### src/rtl/ex_hazard_ctrl.sv
// EX-stage hazard controller: load-use bubbles, control-transfer redirects and
// the instruction-memory shadow after a redirect, plus saturating event counters.
//
// state     | meaning
// ----------+-----------------------------------------------------------
// ST_RUN    | normal flow; load-use hazards insert a single bubble
// ST_SHADOW | wrong-path fetches still arriving; IF/ID is squashed
module ex_hazard_ctrl #(
    parameter int SHADOW_CYCLES = 1,
    parameter int CNT_W         = 16
) (
    input  logic             clk,
    input  logic             rst,
    input  logic [4:0]       rs1_raddr_ID,
    input  logic [4:0]       rs2_raddr_ID,
    input  logic             rs1_used_ID,
    input  logic             rs2_used_ID,
    input  logic [4:0]       rd_waddr_EX,
    input  logic             rd_wen_EX,
    input  logic [1:0]       PMAItoReg_EX,
    input  logic             branch_EX,
    input  logic             branch_taken_EX,
    input  logic             jal_EX,
    input  logic             jalr_EX,
    input  logic             mem_stall,
    output logic             stall_pc,
    output logic             stall_if_id,
    output logic             stall_id_ex,
    output logic             flush_if_id,
    output logic             flush_id_ex,
    output logic             redirect,
    output logic [CNT_W-1:0] bubble_cnt,
    output logic [CNT_W-1:0] flush_cnt
);

    typedef enum logic [0:0] {
        ST_RUN    = 1'b0,
        ST_SHADOW = 1'b1
    } state_t;

    localparam logic [2:0]       SHADOW_LOAD = 3'(SHADOW_CYCLES);
    localparam logic [CNT_W-1:0] CNT_MAX     = {CNT_W{1'b1}};

    state_t     state, state_nxt;
    logic [2:0] shadow_cnt, shadow_nxt;
    logic       bubble_inc, flush_inc;
    logic       take, load_use, rs1_hit, rs2_hit;

    assign take    = jal_EX | jalr_EX | (branch_EX & branch_taken_EX);
    assign rs1_hit = rs1_used_ID && (rs1_raddr_ID == rd_waddr_EX);
    assign rs2_hit = rs2_used_ID && (rs2_raddr_ID == rd_waddr_EX);
    // x0 is hardwired, so a load targeting it can never be a real dependency.
    assign load_use = (PMAItoReg_EX == 2'b01) && rd_wen_EX && (rd_waddr_EX != 5'd0)
                      && (rs1_hit || rs2_hit);

    always_comb begin
        stall_pc    = 1'b0;
        stall_if_id = 1'b0;
        stall_id_ex = 1'b0;
        flush_if_id = 1'b0;
        flush_id_ex = 1'b0;
        redirect    = 1'b0;
        state_nxt   = state;
        shadow_nxt  = shadow_cnt;
        bubble_inc  = 1'b0;
        flush_inc   = 1'b0;
        if (!rst) begin
            if (mem_stall) begin
                // EX is held, so a pending take is simply re-seen once the stall lifts.
                stall_pc    = 1'b1;
                stall_if_id = 1'b1;
                stall_id_ex = 1'b1;
            end else if (take) begin
                redirect    = 1'b1;
                flush_if_id = 1'b1;
                flush_id_ex = 1'b1;
                flush_inc   = 1'b1;
                if (SHADOW_CYCLES > 0) begin
                    state_nxt  = ST_SHADOW;
                    shadow_nxt = SHADOW_LOAD;
                end
            end else if (state == ST_SHADOW) begin
                // ID holds a wrong-path instruction, so its hazards are ignored.
                flush_if_id = 1'b1;
                shadow_nxt  = shadow_cnt - 3'd1;
                if (shadow_cnt == 3'd1) begin
                    state_nxt = ST_RUN;
                end
            end else if (load_use) begin
                stall_pc    = 1'b1;
                stall_if_id = 1'b1;
                flush_id_ex = 1'b1;
                bubble_inc  = 1'b1;
            end
        end
    end

    always_ff @(posedge clk) begin
        if (rst) begin
            state      <= ST_RUN;
            shadow_cnt <= 3'd0;
            bubble_cnt <= '0;
            flush_cnt  <= '0;
        end else begin
            state      <= state_nxt;
            shadow_cnt <= shadow_nxt;
            if (bubble_inc && (bubble_cnt != CNT_MAX)) begin
                bubble_cnt <= bubble_cnt + CNT_W'(1);
            end
            if (flush_inc && (flush_cnt != CNT_MAX)) begin
                flush_cnt <= flush_cnt + CNT_W'(1);
            end
        end
    end

endmodule

### config.mk
export PLATFORM = sky130hd
export DESIGN_NAME = ex_hazard_ctrl
export DESIGN_NICKNAME = d
export VERILOG_FILES = /design/src/rtl/ex_hazard_ctrl.sv
export SDC_FILE = /design/constraint.sdc
export NUM_CORES = 1
export LEC_CHECK = 0
export CAP_MARGIN = 0
export CORE_UTILIZATION = 40
export CTS_CLUSTER_DIAMETER = 30
export DETAILED_ROUTE_END_ITERATION = 8
export PLACE_DENSITY_LB_ADDON = 0.2
export SLEW_MARGIN = 10
export SYNTH_ARGS = -nofsm -noshare
export SYNTH_HDL_FRONTEND = slang
export SYNTH_SLANG_ARGS = --single-unit
### constraint.sdc
create_clock -name clk -period 2.7 [get_ports clk]
set_clock_uncertainty 0.15 [all_clocks]
set_input_delay 0.405 -clock clk [delete_from_list [all_inputs] [get_ports clk]]
set_output_delay 0.405 -clock clk [all_outputs]
set_load 0.02 [all_outputs]
# ---- Word level (Yosys, flattened, before mapping)
# Cells that the tools add are included.
dict set report op_classes {
  n_addsub 3
  n_eq_ne 6
  n_mux 24
  bitwise 4
  reduce_logical 11
}
# operator count
set ops {}
lappend ops {{adder 16 x 1 -> 16 bit (second input constant)} 2}
lappend ops {{inequality test 16 bit (second input constant)} 2}
lappend ops {{two-way mux 1 bit} 22}
lappend ops {{equality test 5 bit} 2}
lappend ops {{logical AND 1 bit} 7}
lappend ops {{two-way mux 3 bit} 2}
lappend ops {{nonzero test 5 bit} 1}
lappend ops {{equality test 3 x 1 -> 1 bit (second input constant)} 1}
lappend ops {{subtractor 3 x 1 -> 3 bit (second input constant)} 1}
lappend ops {{equality test 2 x 1 -> 1 bit (second input constant)} 1}
lappend ops {{bitwise OR 1 bit} 2}
lappend ops {{AND reduction 2 bit} 1}
lappend ops {{nonzero test 2 bit} 1}
lappend ops {{bitwise AND 1 bit} 1}
lappend ops {{logical OR 1 bit} 1}
lappend ops {{inverter 1 bit} 1}
dict set report word_totals {
  reg_bits 36
  input_bits 27
  out_inout_bits 38
  elab_cells 52
}

# ---- Depth between registers and ports, before layout
# Gate-level depths: netlist of run 1.
dict set report depth {
  word_depth 10
  ltp_mapped 7
  ltp_nobuf 6
}

# ---- Least setup slack after synthesis of run 1
# OpenSTA, ideal clock, no wires.
dict set report synth_path {
  kind {input to output}
  start {in rd_waddr_EX[3]}
  end {out stall_pc}
  arrival_time_ns 1.810
  t_required_ns 2.145
  slack_ns 0.335
  stages 6
  n_path_buf 1
  cell_sequence {xor2_1 -> nor4_1 -> a32oi_1 -> nand2b_1 -> o21bai_1 -> buf_4}
}
dict set report synth_via {
  elab_chain_cells 9
  elab_cells_between_ends 13
  cone_classes {eq/ne (2); mux (5); reduce/logical (6)}
}
# item line
set synth_rtl {}
lappend synth_rtl {{start: declaration} 18} ;# input logic [4:0] rd_waddr_EX,
lappend synth_rtl {{equality test 5 bit, on equally long branches} {50, 51}}
lappend synth_rtl {{logical AND 1 bit, on equally long branches} {50, 51}}
lappend synth_rtl {{logical OR 1 bit} 54} ;# && (rs1_hit || rs2_hit);
lappend synth_rtl {{logical AND 1 bit *} 54}
lappend synth_rtl {{two-way mux 1 bit * (5 in series)} --}
lappend synth_rtl {{end: declaration} 26} ;# output logic stall_pc,
# Every way passes the cells marked *; elsewhere a longest branch is shown, timed or not.

# ---- Final worst setup path of run 1
dict set report layout_path {
  start {in rd_waddr_EX[3]}
  end {out flush_id_ex}
}
dict set report layout_via {
  elab_chain_cells 9
  elab_cells_between_ends 13
  cone_classes {eq/ne (2); mux (5); reduce/logical (6)}
}
# item line
set layout_rtl {}
lappend layout_rtl {{equality test 5 bit, on equally long branches} {50, 51}}
lappend layout_rtl {{logical AND 1 bit, on equally long branches} {50, 51}}
lappend layout_rtl {{logical OR 1 bit} 54}
lappend layout_rtl {{logical AND 1 bit *} 54}
lappend layout_rtl {{two-way mux 1 bit *} 89} ;# end else if (load_use) begin
lappend layout_rtl {{two-way mux 1 bit *} 82} ;# end else if (state == ST_SHADOW) begin
lappend layout_rtl {{two-way mux 1 bit *} 73} ;# end else if (take) begin
lappend layout_rtl {{two-way mux 1 bit *} 68} ;# if (mem_stall) begin
lappend layout_rtl {{two-way mux 1 bit *} 67} ;# if (!rst) begin
lappend layout_rtl {{end: declaration} 30} ;# output logic flush_id_ex,
# Marks and branches as above.

==> impl_metrics.csv, run 1 <==
group,metric,value,unit
floorplanning,io_pins,65,
worst_setup_path,crit_arrival,2.08,ns
floorplanning,die-area,0.00569,mm2
yosys,synth_area,0.00216,mm2
routing,drcViolationCount,0,
sta,period_minus_slack,2.63,ns
clock_tree,ctsHoldBuffers,0,
placed_design,io_buffer_count,64,
worst_setup_path,path_max_fanout,3,
floorplanning,die_x,75.5,um
clock_tree,cts_setup_buffers,0,
clock_tree,cts_root_buffer,"clkbuf_8",
clock_tree,clock_latency,0.29,ns
yosys,synth-warning-count,0,
layout,multi_input_area,0.00139,mm2
sta,tightest_slew,0.571,ns
global_route,grt_pass1_vias,1943,
yosys,yosys.area_share.adder,2.32,%
placed_design,gp_routability_congestion,0.844,
global_route,grt.total_usage,20.3,%
sta,slew_viol_final,0,
yosys,synth-simple-area-share,33.3,%
layout,drive_above_1_share,15.4,%
routing,wl_per_cell,13.7,um
worst_setup_path,crit_slowest_cell,"clkdlybuf4s50_1",
sta,max_freq,380,MHz
yosys,yosysSeqAreaShare,33.4,%
floorplanning,design.core.area,0.00514,mm2
sta,fin_crit_sh,97.5,%
routing,vias,2211,
global_route,overflow,0,
pwr,power,1.11,mW
routing,vias_per_cell,5.34,
yosys,synth_edf_count,0,
yosys,synth_top_flop_cell,"dfxtp_1",
routing,drt_iter0_markers,173,
routing,first_pass_iters,4,
floorplanning,initial_utilization,42.0,%
worst_setup_path,crit_chain,"clkdlybuf4s50_1 -> xor2_1 -> nor4_2 -> a32oi_1 -> nand2b_4 -> a21oi_1 -> buf_4",
yosys,postSynthCellCount,254,
pwr,ir_drop,0.000300,V
routing,wl,5680,um
sta,setup_viol,0,
layout,area_growth,46.3,%
yosys,syn_area_per_cell,8.50,um2
clock_tree,clkTransAtPathRegs,0.08,ns
sta,layout_setup_ws,0.0681,ns
floorplanning,rows,26,
layout,final.fill_count,483,
clock_tree,cts_max_level,2,
worst_setup_path,worstSetupEndpointType,"primary output",
global_route,grt_pass1_wl,8900,um
pwr,total_leakage_power,1.11,nW
outcome,status,"finished clean",
worst_setup_path,cp_top_family,"buffers and inverters",
placed_design,post-place-ws,-0.472,ns
clock_tree,clock-sinks,36,
clock_tree,cts_max_path_buffers,2,
yosys,synth_top_family_by_area,"simple AND/OR/NAND/NOR gates",
sta,maxSlewHeadroom,61.9,%
yosys,synthDistinctLibCells,52,
yosys,ys_seq_elements,36,
layout,layout_common_cells,"60 x clkdlybuf4s50_1, 36 x dfxtp_1, 31 x buf_4, 28 x nor2_1",
sta,tns,0,ns
worst_setup_path,path_buf_inv,2,
yosys,synth_fp_nets,285,
sta,hold_viol,0,
global_route,antenna_found_initial,0,
yosys,synthXorXnorAreaFrac,7.71,%
floorplanning,fp.dieH,75.5,um
worst_setup_path,max_stage_delay,0.48,ns
min_path,hp-class,"reg2reg",
pwr,p_per_area,352,mW/mm2
yosys,synthMuxAreaShare,4.52,%
routing,ant_nets,0,
layout,nets,374,
flow_run,drv_cap,0,
yosys,synth_compound_area_share,15.1,%
layout,ff_latch_area,721,um2
layout,n_antenna_cell,0,
worst_setup_path,required,2.14,ns
worst_setup_path,start_kind,"input port",
yosys,postSynth.asyncResetShare,0,%
clock_tree,cts_buffers,5,
layout,final_common_cell,"clkdlybuf4s50_1",
worst_setup_path,crit_type,"in2out",
placed_design,dp_hpwl,4150,um
global_route,grt_start_max_net_pins,37,
clock_tree,tritoncts,"built",
[synth_stat cells (7+ instances only)]
master / n / area, um2
inv_1: 7 / 26.3
or4_1: 11 / 82.6
dfxtp_1: 36 / 721
nand2_1: 15 / 56.3
xnor2_1: 7 / 61.3
nand3_1: 15 / 75.1
nor2_1: 28 / 105
xor2_1: 12 / 105
a21oi_1: 15 / 75.1
nand4_1: 10 / 62.6
o31ai_1: 8 / 60.1
nor2b_1: 7 / 43.8
[routing by layer]
layer  GRT usage [%]  vias up  routed length [um]
li1                -     1129                   -
met1            25.9     1013                2650
met2            34.8       62                2720
met3            3.31        7                 226
met4            6.79        0                  73
met5               0        -                   0
[report_power, final]
group | internal [mW] | leakage (nW) | switching [mW]
Clock | 0.208 | 0.0455 | 0.197
Combinational | 0.0878 | 0.779 | 0.0765
Sequential | 0.536 | 0.291 | 0.00535
[state kept, by name (all words and copies together) (netlist names)]
signal / count
bubble_cnt: 16
flush_cnt: 16
shadow_cnt: 3
state: 1
[stage by stage]
stage | std cells | area [um2] | util, % | hold slack (ns)
global route | 414 | 3160 | 61.4 | 0.377
global placement | 406 | 3050 | 59.3 | 0.323
CTS | 414 | 3120 | 60.7 | 0.342
floorplan | 254 | 2160 | - | 0.308
finish | 414 | 3160 | 61.4 | 0.342
detailed placement | 406 | 3050 | 59.3 | 0.325
[cells by family after synthesis]
family,count (synthesis)
buffers and inverters,17
AO/OA/AOI/OAI,45
flip-flops,36
XOR/XNOR,19
AND/OR/NAND/NOR,124
multiplexers,9
adder cells (fa/ha/maj),4
[worst paths after layout]
path / from / depth (start not counted) / slack (ns) / endpoint
max reg2reg: bubble_cnt[0]$_SDFFE_PP0P_ / 5 / 0.52 / bubble_cnt[14]$_SDFFE_PP0P_
max: rd_waddr_EX[3] / 7 / 0.07 / flush_id_ex
min: shadow_cnt[2]$_SDFFE_PP0P_ / 2 / 0.34 / shadow_cnt[2]$_SDFFE_PP0P_
min reg2reg: shadow_cnt[2]$_SDFFE_PP0P_ / 2 / 0.34 / shadow_cnt[2]$_SDFFE_PP0P_
[tightest hold or removal path, delay by kind of cell (launching register included)]
family | cells | cell delay (ns)
AO/OA/AOI/OAI | 2 | 0.13
flip-flops | 1 | 0.32
[layout make-up]
class | instances | share of cell area, %
well taps | 70 | 2.77
flip-flops and latches | 36 | 22.8
repair buffers | 92 | 26.8
clock buffers | 8 | 2.85
inverters | 7 | 0.832
multi-input cells | 201 | 43.9
[timing repair]
item                                    in CTS  in global routing
pin swaps                                    1                  2
endpoints found under the setup margin       3                  4
resized for setup                           12                  9
No activity file was read; power rests on OpenSTA's default activity.
==> inputs of run 2 (changes only) <==
clock period = 3 ns   (was 2.7 ns; I/O delays follow)
==> impl_metrics.csv, run 2 (synthesized netlist as in run 1, its figures left out) <==
group,metric,value,unit
outcome,status,"finished clean",
min_path,hp-class,"reg2reg",
global_route,grt_pass1_wl,8970,um
routing,wl_per_cell,14.2,um
clock_tree,tritoncts,"built",
clock_tree,cts_max_path_buffers,2,
worst_setup_path,crit_chain,"clkdlybuf4s50_1 -> xor2_1 -> nor4_2 -> a32oi_1 -> nand2b_4 -> a21oi_1 -> clkdlybuf4s15_2",
routing,vias,2228,
floorplanning,rows,26,
pwr,clock_power_share,43.2,%
floorplanning,initial_utilization,42.0,%
floorplanning,die-area,0.00569,mm2
worst_setup_path,crit_type,"in2out",
worst_setup_path,crit_slowest_cell,"clkdlybuf4s50_1",
sta,rsz0062_at_grt,"false",
placed_design,gp_routability_congestion,0.840,
clock_tree,cts_buffers,5,
routing,drt_iter0_markers,132,
clock_tree,clock-sinks,36,
pwr,ir_drop,0.000266,V
layout,area_growth,44.6,%
layout,final_cells,405,
worst_setup_path,max_stage_delay,0.48,ns
worst_setup_path,path_max_fanout,3,
sta,fin_crit_sh,96.6,%
layout,largestRegisters,"bubble_cnt x16, flush_cnt x16, shadow_cnt x3",
worst_setup_path,cp-startpoint,"rd_waddr_EX[3]",
routing,ant_nets,0,
sta,period_minus_slack,2.90,ns
placed_design,dpl.cell_count,397,
clock_tree,ctsHoldBuffers,0,
layout,n_antenna_cell,0,
placed_design,dp_hpwl,4220,um
pwr,total_leakage_power,1.07,nW
pwr,switching_share,23.3,%
pwr,power.switching,0.258,mW
sta,setup_viol,0,
clock_tree,cts_max_level,2,
worst_setup_path,required,2.40,ns
clock_tree,clock_latency,0.29,ns
worst_setup_path,start_kind,"input port",
floorplanning,die_x,75.5,um
min_path,hp-start,"shadow_cnt[2]$_SDFFE_PP0P_",
sta,maxSlewHeadroom,61.4,%
pwr,p_int,0.848,mW
clock_tree,cts_setup_buffers,0,
global_route,overflow,0,
pwr,p_per_area,354,mW/mm2
floorplanning,fp.dieH,75.5,um
floorplanning,design.core.area,0.00514,mm2
routing,wl,5740,um
pwr,pwr-share-seq,44.2,%
global_route,grt_pass1_vias,1976,
worst_setup_path,crit_arrival,2.30,ns
worst_setup_path,rr_startpoint,"state$_SDFFE_PP0N_",
sta,layout_setup_ws,0.103,ns
layout,drive_above_1_share,13.1,%
clock_tree,cts_root_buffer,"clkbuf_8",
sta,tns,0,ns
layout,final_common_cell,"clkdlybuf4s50_1",
placed_design,io_buffer_count,64,
routing,drcViolationCount,0,
flow_run,drv_cap,0,
clock_tree,clkTransAtPathRegs,0.07,ns
sta,max_freq,345,MHz
global_route,grt.total_usage,20.7,%
sta,hold_viol,0,
routing,first_pass_iters,4,
layout,nets,365,
sta,slew_viol_final,0,
placed_design,post-place-ws,-0.321,ns
pwr,combPwrFrac,12.6,%
sta,tightest_slew,0.579,ns
global_route,antenna_found_initial,0,
worst_setup_path,worstSetupEndpointType,"primary output",
floorplanning,io_pins,65,
layout,layout_common_cells,"61 x clkdlybuf4s50_1, 36 x dfxtp_1, 28 x nor2_1, 19 x buf_4",
routing,vias_per_cell,5.50,
global_route,grt_start_max_net_pins,27,
## run 2: final cells by class
type / instances / area [um2]
Clock inverter: 1 / 30.0
Clock buffer: 7 / 96.3
Tap cell: 70 / 87.6
Multi-Input combinational cell: 201 / 1380
Timing Repair Buffer: 83 / 781
Fill cell: 502 / 2020
Sequential cell: 36 / 721
Inverter: 7 / 26.3
## run 2: through the flow
stage | cell area, um2 | utilization [%] | total power, mW | hold slack [ns]
after floorplan | 2160 | - | 0.556 | 0.308
final | 3120 | 60.7 | 1.11 | 0.369
after detailed placement | 2980 | 57.9 | 0.636 | 0.350
after global routing | 3120 | 60.7 | 1.15 | 0.400
after CTS | 3110 | 60.5 | 1.11 | 0.364
after global placement | 2980 | 57.9 | 0.634 | 0.317
## run 2: metal layers
layer / track usage (%) / share of wire [%] / vias to the layer above
met5: 0 / 0 / -
met1: 27.2 / 45 / 1052
li1: - / - / 1109
met3: 5.16 / 4.5 / 8
met2: 33.2 / 49 / 59
met4: 7.20 / 1.4 / 0
## run 2: what timing repair did
action                                  in CTS  in global routing
endpoints found under the setup margin       3                  3
resized for setup                            9                  4
pin swaps                                    0                  1
hold endpoints to repair                     0                  0
## run 2: worst max-delay path: cells and delay by family
kind / cells / cell delay, ns
buffers and inverters: 2 / 0.77
AND/OR/NAND/NOR: 2 / 0.49
AO/OA/AOI/OAI: 2 / 0.37
XOR/XNOR: 1 / 0.21
## run 2: power by group through the flow
| stage | Clock (mW) | Sequential [mW] | Combinational (mW) |
|---|---|---|---|
| 6_report | 0.478 | 0.489 | 0.139 |
| 5_1_grt | 0.507 | 0.489 | 0.151 |
| 4_1_cts | 0.483 | 0.488 | 0.137 |
| 3_5_place_dp | 0 | 0.500 | 0.136 |
| 3_3_place_gp | 0 | 0.499 | 0.135 |
| 2_1_floorplan | 0 | 0.500 | 0.0563 |
## run 2: path summary, 6_finish.rpt
path / cells past startpoint / slack (ns) / to
worst max-delay path: 7 / 0.10 / flush_id_ex
worst max register to register: 6 / 0.73 / bubble_cnt[3]$_SDFFE_PP0P_
worst min register to register: 2 / 0.37 / shadow_cnt[2]$_SDFFE_PP0P_
worst min-delay path: 2 / 0.37 / shadow_cnt[2]$_SDFFE_PP0P_
